==> config.mk <==
export PLATFORM = sky130hd
export DESIGN_NAME = inen_oen_fifo
export DESIGN_NICKNAME = d
export VERILOG_FILES = /design/src/rtl/inen_oen_fifo.sv
export SDC_FILE = /design/constraint.sdc
export NUM_CORES = 1
export LEC_CHECK = 0
export ABC_AREA = 1
export CORE_UTILIZATION = 50
export DETAILED_ROUTE_END_ITERATION = 8
export GPL_TIMING_DRIVEN = 0
export PLACE_DENSITY = 0.75
export SLEW_MARGIN = 20
export SYNTH_ARGS = -nofsm -noshare
export SYNTH_HDL_FRONTEND = slang
export SYNTH_SLANG_ARGS = --single-unit
==> constraint.sdc <==
create_clock -name clk -period 4.25 [get_ports clk]
set_input_delay 1.0625 -clock clk [delete_from_list [all_inputs] [get_ports clk]]
set_output_delay 1.0625 -clock clk [all_outputs]
set_load 0.05 [all_outputs]
==> src/rtl/inen_oen_fifo.sv <==
// Input-enable / output-enable FIFO: Inen pushes data_in, Oen pops the head word onto a registered data_out.
// Optional macro INOEN_FIFO_BYPASS_EN: a push and a pop on an empty FIFO hand data_in straight to data_out.
module inen_oen_fifo #(
   parameter int WIDTH = 8,
   parameter int DEPTH = 4
) (
   input  logic                         clk,
   input  logic                         clr,
   input  logic [WIDTH-1:0]             data_in,
   input  logic                         Inen,
   input  logic                         Oen,
   output logic [WIDTH-1:0]             data_out,
   output logic                         out_valid,
   output logic                         full,
   output logic                         empty,
   output logic [$clog2(DEPTH):0]       count
);

   localparam int AW = $clog2(DEPTH);

   logic [WIDTH-1:0] mem [DEPTH];
   logic [AW-1:0]    wr_ptr;
   logic [AW-1:0]    rd_ptr;
   logic             push_ok;
   logic             pop_ok;
   logic             wr_en;
   logic             rd_en;
   logic             bypass;

   assign full  = (count == (AW+1)'(DEPTH));
   assign empty = (count == '0);

   assign push_ok = Inen & ~full;
   assign pop_ok  = Oen & ~empty;

`ifdef INOEN_FIFO_BYPASS_EN
   // pop_ok is already low when empty, so only the storage write needs suppressing
   assign bypass = empty & Inen & Oen;
`else
   assign bypass = 1'b0;
`endif

   assign wr_en = push_ok & ~bypass;
   assign rd_en = pop_ok;

   // Storage is deliberately left out of reset; stale words are unreachable once count is cleared.
   always_ff @(posedge clk) begin
      if (wr_en) begin
         mem[wr_ptr] <= data_in;
      end
   end

   always_ff @(posedge clk or posedge clr) begin
      if (clr) begin
         wr_ptr <= '0;
         rd_ptr <= '0;
         count  <= '0;
      end else begin
         if (wr_en) begin
            wr_ptr <= wr_ptr + AW'(1);
         end
         if (rd_en) begin
            rd_ptr <= rd_ptr + AW'(1);
         end
         case ({wr_en, rd_en})
            2'b10:   count <= count + (AW+1)'(1);
            2'b01:   count <= count - (AW+1)'(1);
            default: count <= count;
         endcase
      end
   end

   always_ff @(posedge clk or posedge clr) begin
      if (clr) begin
         data_out  <= '0;
         out_valid <= 1'b0;
      end else if (bypass) begin
         data_out  <= data_in;
         out_valid <= 1'b1;
      end else if (rd_en) begin
         data_out  <= mem[rd_ptr];
         out_valid <= 1'b1;
      end else begin
         out_valid <= 1'b0;
      end
   end

endmodule
==> key figures <==
Outcome
  • Status: finished, final reports clean

Final layout
  • P&R area growth vs syn: 19.28%
  • Layout cells sized above 1: 8.065%
  • Fill cell count: 333
  • Total non-filler cell area in the finished layout: 2555 sq um
  • Total Nets Final: 265
  • Antenna diode instance count: 0

Critical path
  • Required time at the worst-slack endpoint: 3.19 ns
  • CP arrival: 1.89 ns
  • Worst setup SP type: flip-flop
  • CP max stage delay: 0.79 ns
  • Worst setup path class: flip-flop to output port
  • Slowest-stage cell, CP: sky130_fd_sc_hd__clkdlybuf4s50_1
  • Setup crit end kind: output port
  • Worst path cell trace: nor2_4 -> nand2_1 -> inv_1 -> clkdlybuf4s50_1
  • Highest net fanout along the worst path: 4

Floorplanning
  • Die height: 67.46 um
  • CORE AREA: 4058 sq um
  • Initial standard-cell utilization of the core: 52.79%
  • Placement row count: 23
  • Die Width: 67.46 um
  • Total die area: 4550 sq um
  • Top-Level Pins: 26

Detailed routing
  • Final Routed Wirelength: 3890 um
  • Drt first-iter violations: 56
  • Via count: 1403
  • Number of nets with antenna violations after detailed routing: 0
  • Remaining routing DRC violations: 0
  • Routed length per instance: 13.05 um
  • Mean number of vias per cell: 4.708
  • TritonRoute pass-1 iters: 5

Global route
  • Met2 track utilization from global routing: 31.87%
  • Global-route wire length before repair: 6334 um
  • Largest net degree at the start of global routing: 17
  • Total GRT Usage: 19.96%
  • Antenna violations before repair: 0
  • Via count of the first global-routing pass: 1338
  • Overflow after GRT: 0
  • Met1 demand-to-capacity share in global routing: 26.50%
  • Most used routing layer: met2
  • Grt met3 use: 4.730%

Logic synthesis
  • Post-synthesis instance total: 215
  • Part of the Yosys area used for sequential elements: 63.55%
  • Library cells used by synthesis: 20
  • Number of storage elements in the synthesis netlist: 48
  • Cell area after technology mapping: 2142 sq um
  • Synthesized net count: 233
  • Post-synthesis average cell area: 9.963 sq um
  • Yosys warning count: 0

Run
  • MaxCap Viol Count: 0

STA
  • Transition time at the pin with the least slew margin: 0.8701 ns
  • Setup repair after global routing missed its margin: no
  • Maximum clock frequency: 0.3387 GHz
  • Final critical-path required period: 2.952 ns
  • Aggregate negative setup slack: 0 ns
  • Max Slew Vio Count: 0
  • Worst Hold Margin: 0.4828 ns
  • Final Hold Fails: 0
  • Number of setup violations in the final report: 0
  • Final clock period utilization by the worst path: 69.47%
  • Post-route clock skew: 0.009381 ns
  • Rel. slew slack: 41.78%
  • Worst Setup Slack, final: 1.298 ns

Placement
  • Detailed placement HPWL: 2619 um
  • Setup Slack @ Placement: 1.201 ns
  • Area after DPL: 2455 sq um
  • Gp weighted congestion: 0.7480
  • Number of port buffers: 25

Clock network
  • Clock transition time at the flip-flop clock pins of the worst setup and hold paths: 0.09 ns
  • Number of buffers inserted during clock tree synthesis: 5
  • Library cell used as clock root buffer: sky130_fd_sc_hd__clkbuf_8
  • Quantity of gates resized following cts: 0
  • Clock sink count: 48
  • Clock Path Buffers: 2
  • Total number of H-tree levels: 2
  • Number of setup buffers added after CTS: 0
  • Clock latency on the worst-skew pair: 0.30 ns
  • Cts-stage hold buffer count: 0
  • Clock tree from TritonCTS: built

Power and ir drop
  • Largest vdd supply drop: 0.3010 mV
  • Overall Power: 1.900 mW
  • Leakage: 1.223 nW
  • Areal power density over the cells: 743.5 nW/um^2

Hold path
  • Min-delay worst type: flip-flop to flip-flop
## logic make-up (layout without fill, tap and decap cells)
| group | after synthesis | after routing | share of synthesized area, % |
|---|---|---|---|
| simple gates | 99 | 99 | 18.87 |
| buf+inv | 54 | 87 | 10.69 |
| flops | 48 | 48 | 63.55 |
| fa+ha+maj | 6 | 6 | 3.855 |
| compound gates | 4 | 4 | 1.402 |
| xor+xnor | 4 | 4 | 1.636 |
## per-layer routing
| layer | vias to the layer above | share of wire (%) |
|---|---|---|
| met4 | 0 | 2.3 |
| met1 | 643 | 43 |
| met5 | - | 0 |
| met3 | 9 | 3.5 |
| met2 | 34 | 51 |
| li1 | 717 | - |
## registers in the layout, indices dropped and copies added, names as in the netlist
register / count
count: 3
data_out: 8
mem: 32
out_valid: 1
rd_ptr: 2
wr_ptr: 2
## worst paths after layout
path,startpoint,end,slack [ns],cells after the start
min in group asynchronous,clr,data_out[0],1.14,2
max reg2reg,count[2],count[2],2.29,9
min,data_out[0],data_out[0],0.48,2
max in group asynchronous,clr,data_out[6],2.70,2
max,count[1],full,1.30,4
min reg2reg,data_out[0],data_out[0],0.48,2
## final cells by class
| cell class | instances | area, sq um | share of cell area [%] |
|---|---|---|---|
| plain buffers | 5 | 42.54 | 1.665 |
| clock buffers | 8 | 100.1 | 3.918 |
| inverters | 49 | 186.4 | 7.297 |
| multi-input cells | 113 | 551.8 | 21.60 |
| flip-flops and latches | 48 | 1361 | 53.28 |
| well taps | 50 | 62.56 | 2.449 |
| repair buffers | 25 | 250.2 | 9.794 |
## cells in the final DEF (no fill, tap or decap), types with 2 or more instances in the layout
cell type	synthesis	layout
sky130_fd_sc_hd__clkbuf_8	0	7
sky130_fd_sc_hd__nor2_1	5	5
sky130_fd_sc_hd__buf_4	2	2
sky130_fd_sc_hd__dfrtp_1	16	16
sky130_fd_sc_hd__xor2_1	3	3
sky130_fd_sc_hd__buf_6	2	2
sky130_fd_sc_hd__clkdlybuf4s50_1	0	25
sky130_fd_sc_hd__nand2_1	74	74
sky130_fd_sc_hd__o21ai_0	2	2
sky130_fd_sc_hd__ha_1	5	5
sky130_fd_sc_hd__nand3_1	18	18
sky130_fd_sc_hd__inv_2	3	3
sky130_fd_sc_hd__edfxtp_1	32	32
sky130_fd_sc_hd__inv_1	45	45
## cells in the mapped netlist
library cell	instances	share of area, %
sky130_fd_sc_hd__inv_1	45	7.9
sky130_fd_sc_hd__dfrtp_1	16	19
sky130_fd_sc_hd__o21ai_2	1	0.41
sky130_fd_sc_hd__nor2_4	1	0.53
sky130_fd_sc_hd__xor2_1	3	1.2
sky130_fd_sc_hd__a21boi_2	1	0.53
sky130_fd_sc_hd__buf_2	1	0.23
sky130_fd_sc_hd__o21ai_0	2	0.47
sky130_fd_sc_hd__edfxtp_1	32	45
sky130_fd_sc_hd__inv_2	3	0.53
sky130_fd_sc_hd__xnor2_1	1	0.41
sky130_fd_sc_hd__ha_1	5	2.9
sky130_fd_sc_hd__nor2_1	5	0.88
sky130_fd_sc_hd__inv_4	1	0.29
sky130_fd_sc_hd__nand3_1	18	4.2
sky130_fd_sc_hd__fa_1	1	0.93
sky130_fd_sc_hd__nand2_1	74	13
sky130_fd_sc_hd__buf_4	2	0.70
sky130_fd_sc_hd__buf_6	2	1.1
sky130_fd_sc_hd__nand2_2	1	0.29
## where the power goes
group          switching [mW]  total (mW)  internal (mW)
Sequential             0.0663       0.709          0.642
Combinational           0.604       0.899          0.294
Clock                   0.144       0.293          0.149
Total                   0.815        1.90           1.09
## stage by stage
| step | cells | utilization [%] |
|---|---|---|
| 4_1_cts | 298 | 62.97 |
| 3_3_place_gp | 290 | 60.50 |
| 6_report | 298 | 62.97 |
| 5_1_grt | 298 | 62.97 |
| 2_1_floorplan | 215 | - |
| 3_5_place_dp | 290 | 60.50 |
## critical path, delay by kind of cell, from the launching register on
kind	cells	cell delay, ns
AND/OR/NAND/NOR	2	0.29
flip-flops	1	0.44
buffers and inverters	2	0.86
No activity file was read; power rests on OpenSTA's default activity.
